==> config.mk <==
export PLATFORM = sky130hd
export DESIGN_NAME = als_spi_responder
export DESIGN_NICKNAME = d
export VERILOG_FILES = /design/src/rtl/als_spi_responder.sv
export SDC_FILE = /design/constraint.sdc
export NUM_CORES = 1
export LEC_CHECK = 0
export ABC_AREA = 0
export CAP_MARGIN = 0
export CORE_MARGIN = 2
export CORE_UTILIZATION = 50
export DETAILED_ROUTE_END_ITERATION = 8
export PLACE_DENSITY = 0.75
export SYNTH_ARGS = -nofsm -noshare
export SYNTH_HDL_FRONTEND = slang
export SYNTH_SLANG_ARGS = --single-unit
==> constraint.sdc <==
create_clock -name clk -period 1.67 [get_ports clk]
set_input_delay 0.167 -clock clk [delete_from_list [all_inputs] [get_ports clk]]
set_output_delay 0.167 -clock clk [all_outputs]
set_load 0.02 [all_outputs]
==> src/rtl/als_spi_responder.sv <==
`timescale 1ns/1ps
`default_nettype none
// ============================================================================
// Module      : als_spi_responder
// Description : Slave-side SPI responder that stands in for the PmodALS
//               light-sensor ADC. An 8-bit sample from local logic is
//               serialised on sdo as 4 leading zeros, the data MSB first,
//               then trailing zeros. The frame is paced by an external
//               master's cs/sck, which are oversampled on clk (clk must run
//               at least 8x the sck rate).
// Ports       : clk          system clock
//               rst_n        synchronous active-low reset
//               cs           master chip select, active low, async to clk
//               sck          master serial clock, async to clk
//               sample       value to transmit
//               sample_we    capture sample into the hold register
//               sdo          serial data to the master
//               sdo_oe       sdo drive enable (tristate when 0)
//               busy         frame in progress
//               frame_done   one-cycle pulse on a completed frame
//               frame_abort  one-cycle pulse when cs rises mid-frame
// Revision    : 1.0 - initial release
// ============================================================================
module als_spi_responder #(
    parameter int DATA_W     = 8,
    parameter int LEAD_ZEROS = 4,
    parameter int FRAME_LEN  = 16
) (
    input  logic              clk,
    input  logic              rst_n,
    input  logic              cs,
    input  logic              sck,
    input  logic [DATA_W-1:0] sample,
    input  logic              sample_we,
    output logic              sdo,
    output logic              sdo_oe,
    output logic              busy,
    output logic              frame_done,
    output logic              frame_abort
);

    // One spare bit so the counter can hold FRAME_LEN without wrapping.
    localparam int CNT_W = $clog2(FRAME_LEN) + 1;

    localparam logic [CNT_W-1:0] c_data_first = CNT_W'(LEAD_ZEROS);
    localparam logic [CNT_W-1:0] c_data_end   = CNT_W'(LEAD_ZEROS + DATA_W);
    localparam logic [CNT_W-1:0] c_last_edge  = CNT_W'(FRAME_LEN - 1);

    localparam logic [1:0] c_st_arm   = 2'd0;
    localparam logic [1:0] c_st_idle  = 2'd1;
    localparam logic [1:0] c_st_shift = 2'd2;
    localparam logic [1:0] c_st_wait  = 2'd3;

    generate
        if (FRAME_LEN < LEAD_ZEROS + DATA_W) begin : g_bad_frame_len
            $error("FRAME_LEN must be at least LEAD_ZEROS + DATA_W");
        end
    endgenerate

    // [0],[1] form the 2-FF synchroniser, [2] is the edge-detect history.
    logic [2:0]        r_cs_sync;
    logic [2:0]        r_sck_sync;
    logic [1:0]        r_state;
    logic [1:0]        r_arm_cnt;
    logic [DATA_W-1:0] r_hold;
    logic [DATA_W-1:0] r_shreg;
    logic [CNT_W-1:0]  r_bit_cnt;
    logic              r_sdo;
    logic              r_sdo_oe;
    logic              r_busy;
    logic              r_frame_done;
    logic              r_frame_abort;

    logic w_cs_fall;
    logic w_cs_rise;
    logic w_sck_rise;
    logic w_sck_fall;
    logic w_in_data;

    assign w_cs_fall  =  r_cs_sync[2]  & ~r_cs_sync[1];
    assign w_cs_rise  = ~r_cs_sync[2]  &  r_cs_sync[1];
    assign w_sck_rise = ~r_sck_sync[2] &  r_sck_sync[1];
    assign w_sck_fall =  r_sck_sync[2] & ~r_sck_sync[1];

    // True while the bit the master samples on the next rising edge
    // (index r_bit_cnt) is a data bit rather than a padding zero.
    assign w_in_data = (r_bit_cnt >= c_data_first) && (r_bit_cnt < c_data_end);

    always_ff @(posedge clk) begin
        if (!rst_n) begin
            r_cs_sync     <= 3'b111;
            r_sck_sync    <= 3'b111;
            r_state       <= c_st_arm;
            r_arm_cnt     <= 2'd0;
            r_hold        <= '0;
            r_shreg       <= '0;
            r_bit_cnt     <= '0;
            r_sdo         <= 1'b0;
            r_sdo_oe      <= 1'b0;
            r_busy        <= 1'b0;
            r_frame_done  <= 1'b0;
            r_frame_abort <= 1'b0;
        end else begin
            r_cs_sync     <= {r_cs_sync[1:0], cs};
            r_sck_sync    <= {r_sck_sync[1:0], sck};
            r_frame_done  <= 1'b0;
            r_frame_abort <= 1'b0;

            // The hold register is free-running; a write coinciding with
            // frame start lands after the shift register has loaded.
            if (sample_we) begin
                r_hold <= sample;
            end

            case (r_state)
                c_st_arm: begin
                    r_sdo    <= 1'b0;
                    r_sdo_oe <= 1'b0;
                    // The synchroniser resets to 1, which says nothing
                    // about the pin. Let it fill with real samples before
                    // trusting a high cs, so a cs held low through reset
                    // cannot produce a spurious falling edge in IDLE.
                    if (r_arm_cnt != 2'd3) begin
                        r_arm_cnt <= r_arm_cnt + 2'd1;
                    end else if (r_cs_sync[1] && r_cs_sync[2]) begin
                        r_state <= c_st_idle;
                    end
                end

                c_st_idle: begin
                    r_sdo    <= 1'b0;
                    r_sdo_oe <= 1'b0;
                    if (w_cs_fall) begin
                        r_shreg   <= r_hold;
                        r_bit_cnt <= '0;
                        r_sdo_oe  <= 1'b1;
                        r_busy    <= 1'b1;
                        r_state   <= c_st_shift;
                    end
                end

                c_st_shift: begin
                    if (w_cs_rise) begin
                        // cs release wins over a coincident sck edge.
                        r_frame_abort <= 1'b1;
                        r_sdo_oe      <= 1'b0;
                        r_sdo         <= 1'b0;
                        r_busy        <= 1'b0;
                        r_state       <= c_st_idle;
                    end else if (w_sck_rise) begin
                        r_bit_cnt <= r_bit_cnt + 1'b1;
                        if (r_bit_cnt == c_last_edge) begin
                            r_frame_done <= 1'b1;
                            r_busy       <= 1'b0;
                            r_sdo        <= 1'b0;
                            r_state      <= c_st_wait;
                        end
                    end else if (w_sck_fall) begin
                        // Data bits are consumed strictly in order, so a
                        // left-shifting register presents each MSB in turn.
                        if (w_in_data) begin
                            r_sdo   <= r_shreg[DATA_W-1];
                            r_shreg <= {r_shreg[DATA_W-2:0], 1'b0};
                        end else begin
                            r_sdo <= 1'b0;
                        end
                    end
                end

                c_st_wait: begin
                    // Surplus sck edges after a full frame read as zeros.
                    r_sdo    <= 1'b0;
                    r_sdo_oe <= 1'b1;
                    if (w_cs_rise) begin
                        r_sdo_oe <= 1'b0;
                        r_state  <= c_st_idle;
                    end
                end

                default: begin
                    r_state <= c_st_arm;
                end
            endcase
        end
    end

    assign sdo         = r_sdo;
    assign sdo_oe      = r_sdo_oe;
    assign busy        = r_busy;
    assign frame_done  = r_frame_done;
    assign frame_abort = r_frame_abort;

endmodule
`default_nettype wire

=== After elaboration in Yosys (flattened, before gate mapping) ===
Index checks and enable logic that the tools add are counted.

* Input bits: 13
* Register bits after elaboration: 36
* Logic and storage cells: 93

* Equal/unequal tests: 19
* $lt $le $gt $ge: 2
* Bitwise operators: 11
* Add/subtract/negate cells: 2
* Reduce and logical (&&, ||, !) cells: 13
* Multiplexer cells: 34

{| class="wikitable"
|+ Operators by type and width
! cell !! count
|-
| 8-bit 2-to-1 mux || 5
|-
| 2-bit != test (second input constant) || 11
|-
| 8-bit case mux with 2 select lines || 1
|-
| 5-bit 2-to-1 mux || 3
|-
| 2-bit 2-to-1 mux || 7
|-
| 1-bit 2-to-1 mux || 13
|-
| 6-bit AND reduction || 2
|-
| 5-bit case mux with 2 select lines || 1
|-
| 4-bit != test (second input constant) || 2
|-
| 2-bit case mux with 4 select lines || 1
|-
| 4-bit AND reduction || 2
|-
| 1-bit inverter || 7
|-
| 3-bit != test (second input constant) || 2
|-
| 2-bit AND reduction || 3
|-
| 5-bit by 1-bit adder with 5-bit output (second input constant) || 1
|-
| 5-bit by 4-bit equality test with 1-bit output (second input constant) || 1
|-
| 5-bit by 3-bit greater-or-equal comparator with 1-bit output (second input constant) || 1
|-
| 5-bit by 4-bit less-than comparator with 1-bit output (second input constant) || 1
|-
| 1-bit bitwise AND || 4
|-
| 2-bit equality test (second input constant) || 2
|-
| 1-bit case mux with 2 select lines || 2
|-
| 1-bit case mux with 4 select lines || 1
|-
| 4-bit OR reduction || 1
|-
| 3-bit OR reduction || 1
|-
| other kinds (5) || 6
|}

=== Depth between registers and ports, before layout ===
Gate-level depths: netlist of run 1.

* Word-level depth: 7
* Mapped depth: 8
* Gate-level depth less buffers: 7

=== Least setup slack after synthesis of run 1 ===
OpenSTA, ideal clock, no wires.

* Path type: reg2reg
* Start: register r_state[1]
* End: register r_shreg[1]
* Setup slack: 0.078 ns
* Buffers on the path: 0
* Cell stages (with the launch flop): 8
* Required time: 1.551 ns
* Arrival: 1.474 ns
* Library setup time: 0.119 ns
* Cell sequence: dfxtp_1 > inv_1 > ha_1 > nand3b_1 > nor2_2 > a31oi_4 > a21oi_4 > o221a_1

* Longest elaborated chain between the ends: 3
* Elaborated cells on any way between the ends: 10

{| class="wikitable"
|+ Ends and longest elaborated chain
! what !! RTL line !! RTL
|-
| from (decl) || 63 || <nowiki>logic [1:0] r_state;</nowiki>
|-
| from (signal assigned) || 93 || <nowiki>r_state <= c_st_arm;</nowiki>
|-
| from (signal assigned) || 126 || <nowiki>r_state <= c_st_idle;</nowiki>
|-
| from (signal assigned) || 138 || <nowiki>r_state <= c_st_shift;</nowiki>
|-
| 2-bit equality test / 2-bit by 1-bit equality test with 1-bit output (equally long branches) || 115 || <nowiki>case (r_state)</nowiki>
|-
| 2-bit != test (no source line) / 2-bit nonzero test (equally long branches) || n/a ||
|-
| 6-bit AND reduction (no source line) || n/a ||
|-
| to (signal assigned) || 134 || <nowiki>r_shreg <= r_hold;</nowiki>
|-
| to (signal assigned) || 163 || <nowiki>r_shreg <= {r_shreg[DATA_W-2:0], 1'b0};</nowiki>
|-
| to (decl) || 66 || <nowiki>logic [DATA_W-1:0] r_shreg;</nowiki>
|}

Parallel ways exist; a longest one is shown, timed or not.
A chain may end at the register's enable or synchronous reset.

=== Worst setup path in the final report of run 1 ===
* Start: register r_state[1]
* End: register r_shreg[7]

Same word-level chain as after synthesis.

==> flow_metrics.tcl, run 1 <==
set metrics [dict create \
    fin_cells 256 \
    syn_inst 180 \
    synth_edf_count 0 \
    critPathMaxStageDelay_ns 0.39 \
    synth_commonest_cells "36 x dfxtp_1, 22 x nor2_1, 13 x nor2b_1" \
    die_area_um2 3878 \
    synth_nets 203 \
    drt-initial-drc-count 44 \
    fp.dieH_um 62.28 \
    cts.reportedPaths.clkPinSlew_ns 0.10 \
    syn_avg_cell_area_um2 9.433 \
    final_cell_area_um2 2118 \
    setup_viol_count_final 0 \
    crit_path_top_delay_cell "dfxtp_1" \
    syn_to_final_growth_pct 24.76 \
    synth.cell_area_um2 1698 \
    clock_latency_ns 0.34 \
    synth_top_cell_area_share 0.4245 \
    fin_tns_setup_ns 0 \
    clock_power_share 0.239 \
    finalHoldViolations 0 \
    path_class "reg -> reg" \
    cp.required_ns 1.90 \
    h-tree-depth 2 \
    first_pass_iters 6 \
    arrival_ns 1.82 \
    peakVddDrop_v 0.0005824 \
    ant_nets 0 \
    initial_core_util 0.5128 \
    yosysTopAreaCell "dfxtp_1" \
    tightest_slew_ns 0.4437 \
    dp_slack_ns -0.01471 \
    switchingPower_mw 0.5755 \
    hold_buffers 0 \
    setup_ws_ns 0.07949 \
    nNetsFinal 232 \
    dp_hpwl_um 2437 \
    fin_crit_ns 1.591 \
    port_buffers 17 \
    placed_area_um2 1969 \
    crit_chain "inv_2 > ha_4 > nand3b_1 > nor2_2 > a31oi_4 > a21oi_4 > o221a_1" \
    synth_area_leaders "dfxtp_1 42%, ha_1 7.4%, mux2i_1 7.1%" \
    clock_skew_ns 0.008119 \
    pwr-share-seq 0.493 \
    insertedDiodeCount 0 \
    cts_tree "built" \
    io_pins 18 \
    pwr-share-comb 0.268 \
    holdWs_ns 0.3736 \
    p_leak_nw 0.8636 \
    overflow 0 \
    post_drt_wl_per_cell_um 14.05 \
    dp.cells 243 \
    die_w_um 62.28 \
    yosysSeqAreaShare 0.4245 \
    ys_ff_latch 36 \
    intPower_mw 1.423 \
    via_per_inst 5.285 \
    first_global_vias 1325 \
    cts_buffer_depth 2 \
    wirelength_um 3597 \
    relSlewSlack 0.7011 \
    timing.fmax_mhz 628.7 \
    crit_fanout 8 \
    grt_pass1_wl_um 6051 \
    drive_gt1_frac 0.1762 \
    antenna_found_initial 0 \
    design.core.area_um2 3311 \
    finalCritPeriodShare 0.9524 \
    rows 21 \
    synth.distinct_cells 37 \
    drc 0 \
    synthArstFlopShare 0 \
    end_kind "flop" \
    yosysWarnings 0 \
    switching_share 0.2879 \
    power.density_nw_per_um2 943.6 \
    cts_buffers 5 \
    rsz0062_at_grt "false" \
    hp-class "in -> reg" \
    outcome "finished clean" \
    gp_congestion 0.7637 \
    final_max_slew_viol_count 0 \
    cts_sinks 36 \
    cts_root_buf "clkbuf_4" \
    drv_cap 0 \
    worstSetupStartpointType "flop" \
    grt_max_degree 39 \
    synth_most_common_cell "dfxtp_1" \
    grt_use_total 0.1985 \
    via_count 1353 \
    synthFlopType "dfxtp_1" \
]
[per-stage QoR]
step | total power [mW] | utilization
floorplan | 1.305 | -
global placement | 1.424 | 0.5949
finish | 1.999 | 0.6398
detailed placement | 1.447 | 0.5949
global route | 2.127 | 0.6398
CTS | 1.961 | 0.6213
[per-layer routing]
| layer | track usage | part of all wire | wire length [µm] |
|---|---|---|---|
| met1 | 0.2140 | 0.43 | 1559 |
| met2 | 0.3424 | 0.49 | 1779 |
| met3 | 0.06522 | 0.039 | 142 |
| met4 | 0.1111 | 0.032 | 116 |
| met5 | 0 | 0 | 0 |
[worst max-delay path: cells and delay by family (launching register included)]
| kind | cells | cell delay [ns] |
|---|---|---|
| AOI/OAI and AO/OA | 3 | 0.59 |
| buffers and inverters | 1 | 0.07 |
| and+or+nand+nor | 2 | 0.24 |
| DFF | 1 | 0.39 |
| adders and majority gates | 1 | 0.18 |
[registers in the layout (all words and copies together), names as in the netlist]
signal       count
r_bit_cnt        5
r_hold           8
sdo              1
busy             1
sdo_oe           1
frame_done       1
r_arm_cnt        2
r_cs_sync        3
r_sck_sync       3
r_state          2
frame_abort      1
r_shreg          8
[area by class of cell]
cell class,instances,area [µm²]
inverters,6,22.52
clock buffers,8,58.81
flip-flops and latches,36,725.7
multi-input cells,129,964.7
fillers,285,1192
well taps,46,57.56
repair buffers,31,289.0
[cell usage in the layout, fill, tap and decap left out, types with 2 or more instances in the layout]
cell type | netlist | routed
dfxtp_1 | 36 | 34
nor2_1 | 22 | 22
clkdlybuf4s50_1 | 0 | 17
nor2b_1 | 13 | 13
mux2i_1 | 12 | 12
buf_4 | 0 | 11
nand2b_1 | 9 | 9
a21oi_1 | 8 | 8
o221a_1 | 7 | 7
ha_1 | 10 | 7
nand2_1 | 6 | 6
and3_1 | 5 | 5
nand3_1 | 5 | 5
clkbuf_4 | 0 | 5
xor2_1 | 4 | 4
o21ai_0 | 4 | 4
inv_1 | 5 | 3
inv_2 | 1 | 3
nand4_1 | 3 | 3
a21boi_0 | 2 | 2
o21a_1 | 2 | 2
nor3_1 | 2 | 2
ha_2 | 0 | 2
clkbuf_1 | 6 | 2
[power by group through the flow]
stage	registers (mW)	logic [mW]	clock network, mW
after CTS	0.971	0.488	0.502
after floorplan	0.981	0.324	0
after global placement	0.983	0.440	0
after global routing	0.996	0.593	0.538
after detailed placement	0.987	0.460	0
final	0.985	0.536	0.478
[worst paths after layout]
path | startpoint | endpoint | slack [ns] | depth (start not counted)
max | r_state[1] | r_shreg[7] | 0.08 | 7
min | cs | r_cs_sync[0] | 0.37 | 2
min reg2reg | r_cs_sync[0] | r_cs_sync[1] | 0.41 | 1
max reg2reg | r_state[1] | r_shreg[7] | 0.08 | 7
[logic make-up (layout without fill, tap and decap cells)]
family / after synthesis / in the layout / share of synthesized area
and+or+nand+nor: 71 / 71 / 0.2196
DFF: 36 / 36 / 0.4245
AOI/OAI and AO/OA: 32 / 32 / 0.1562
buffers and inverters: 15 / 45 / 0.03463
muxes: 12 / 12 / 0.07075
adders and majority gates: 10 / 10 / 0.07369
xor gates and xnor gates: 4 / 4 / 0.02063
[what timing repair did]
action                                  in CTS  in global routing
endpoints found under the setup margin       9                 14
setup buffers                                2                  2
gates resized for setup                      4                 11
gates cloned                                 0                  1
pin swaps                                    0                  4
Note: power is estimated with default switching activity, not from simulation.
==> run 2: changes to the inputs <==
--- a/config.mk
+++ b/config.mk
@@ -10,7 +10,8 @@
 export CORE_MARGIN = 2
 export CORE_UTILIZATION = 50
 export DETAILED_ROUTE_END_ITERATION = 8
-export PLACE_DENSITY = 0.75
+export HOLD_SLACK_MARGIN = 0.06
+export PLACE_DENSITY_LB_ADDON = 0.08
 export SYNTH_ARGS = -nofsm -noshare
 export SYNTH_HDL_FRONTEND = slang
 export SYNTH_SLANG_ARGS = --single-unit
==> flow_metrics.tcl, run 2 (synthesis gave the netlist of run 1 again) <==
set metrics [dict create \
    ant_nets 0 \
    via_per_inst 5.073 \
    io_pins 18 \
    setup_viol_count_final 0 \
    grt_pass1_wl_um 5685 \
    fin_crit_ns 1.590 \
    antenna_found_initial 0 \
    drc 0 \
    overflow 0 \
    rsz0062_at_grt "true" \
    die_area_um2 3878 \
    cts.reportedPaths.clkPinSlew_ns 0.10 \
    via_count 1319 \
    peakVddDrop_v 0.0006574 \
    drt-initial-drc-count 65 \
    end_kind "flop" \
    drv_cap 0 \
    clock_latency_ns 0.34 \
    first_pass_iters 4 \
    drive_gt1_frac 0.1682 \
    power.density_nw_per_um2 942.5 \
    initial_core_util 0.5128 \
    cts_sinks 36 \
    design.core.area_um2 3311 \
    finalCritPeriodShare 0.9523 \
    timing.fmax_mhz 628.8 \
    cp.required_ns 1.92 \
    final_max_slew_viol_count 0 \
    post_drt_wl_per_cell_um 12.30 \
    finalCoreUtilization 0.6372 \
    grt_use_total 0.1866 \
    layout_common_cells "35 x dfxtp_1, 22 x nor2_1, 18 x buf_4" \
    grt_max_degree 24 \
    dp_hpwl_um 2317 \
    path_class "reg -> reg" \
    wirelength_um 3199 \
    r2r_start "r_state[0]" \
    first_global_vias 1325 \
    worstSetupStartpointType "flop" \
    finalHoldViolations 0 \
    setup_ws_ns 0.07974 \
    cts_root_buf "clkbuf_4" \
    insertedDiodeCount 0 \
    cts_buffers 5 \
    syn_to_final_growth_pct 24.24 \
    crit_fanout 5 \
    dp_slack_ns -0.05310 \
    final_common_cell "dfxtp_1" \
    tightest_slew_ns 0.4349 \
    arrival_ns 1.84 \
    nNetsFinal 236 \
    holdCritStartpoint "cs" \
    cts_buffer_depth 2 \
    relSlewSlack 0.7091 \
    cts_tree "built" \
    clock_skew_ns 0.007350 \
    crit_path_start "r_state[0]" \
    fp.dieH_um 62.28 \
    hp-class "in -> reg" \
    gp_congestion 0.8771 \
    rows 21 \
    p_leak_nw 0.8787 \
    h-tree-depth 2 \
    reg_top3 "r_hold x8, r_shreg x8, r_bit_cnt x5" \
    die_w_um 62.28 \
    port_buffers 17 \
    outcome "finished clean" \
]
-- run 2: where the power goes --
group          total, mW  switching, mW  internal, mW
combinational      0.546          0.252         0.294
clock              0.480          0.273         0.208
sequential         0.962         0.0380         0.924
total               1.99          0.563          1.43
-- run 2: stage by stage --
step	area, µm²	hold WS, ns	power (mW)	std cells	TNS, ns
after floorplan	1698	0.2685	1.305	180	0
after global placement	2009	0.3898	1.462	250	0
after detailed placement	2009	0.3952	1.484	250	-0.3488
after CTS	2086	0.3734	1.973	260	0
after global routing	2110	0.3820	2.128	260	-0.08509
final	2110	0.3819	1.988	260	0
-- run 2: cell type report --
cell class                 instances  area [µm²]
clock buffer                       8       58.81
fill                             306        1201
inverter                           6       22.52
multi-input combinational        129       943.4
sequential                        36       721.9
tap                               46       57.56
timing repair buffer              35       305.3
-- run 2: worst paths after layout --
check,end,depth (start not counted),slack [ns]
worst min register to register,r_sck_sync[1],1,0.42
worst min-delay path,r_cs_sync[0],2,0.38
worst max-delay path,r_bit_cnt[4],7,0.08
worst max register to register,r_bit_cnt[4],7,0.08
-- run 2: timing repair --
item / 4_1_cts / 5_1_grt
setup buffers: 2 / 0
setup endpoints to repair: 11 / 13
resized for setup: 1 / 6
hold buffers: 0 / 0
-- run 2: routing by layer --
layer | vias up | GRT usage | part of all wire
li1 | 685 | - | -
met1 | 612 | 0.2258 | 0.47
met2 | 18 | 0.3030 | 0.48
met3 | 4 | 0.07246 | 0.035
met4 | 0 | 0.06667 | 0.014
met5 | - | 0 | 0
-- run 2: critical path: stages (launching register included) --
cell	delay, ns
dfxtp_1	0.37
buf_4	0.14
ha_4	0.17
nand3b_1	0.11
buf_4	0.16
nand2b_1	0.20
and3_1	0.19
o21a_1	0.16
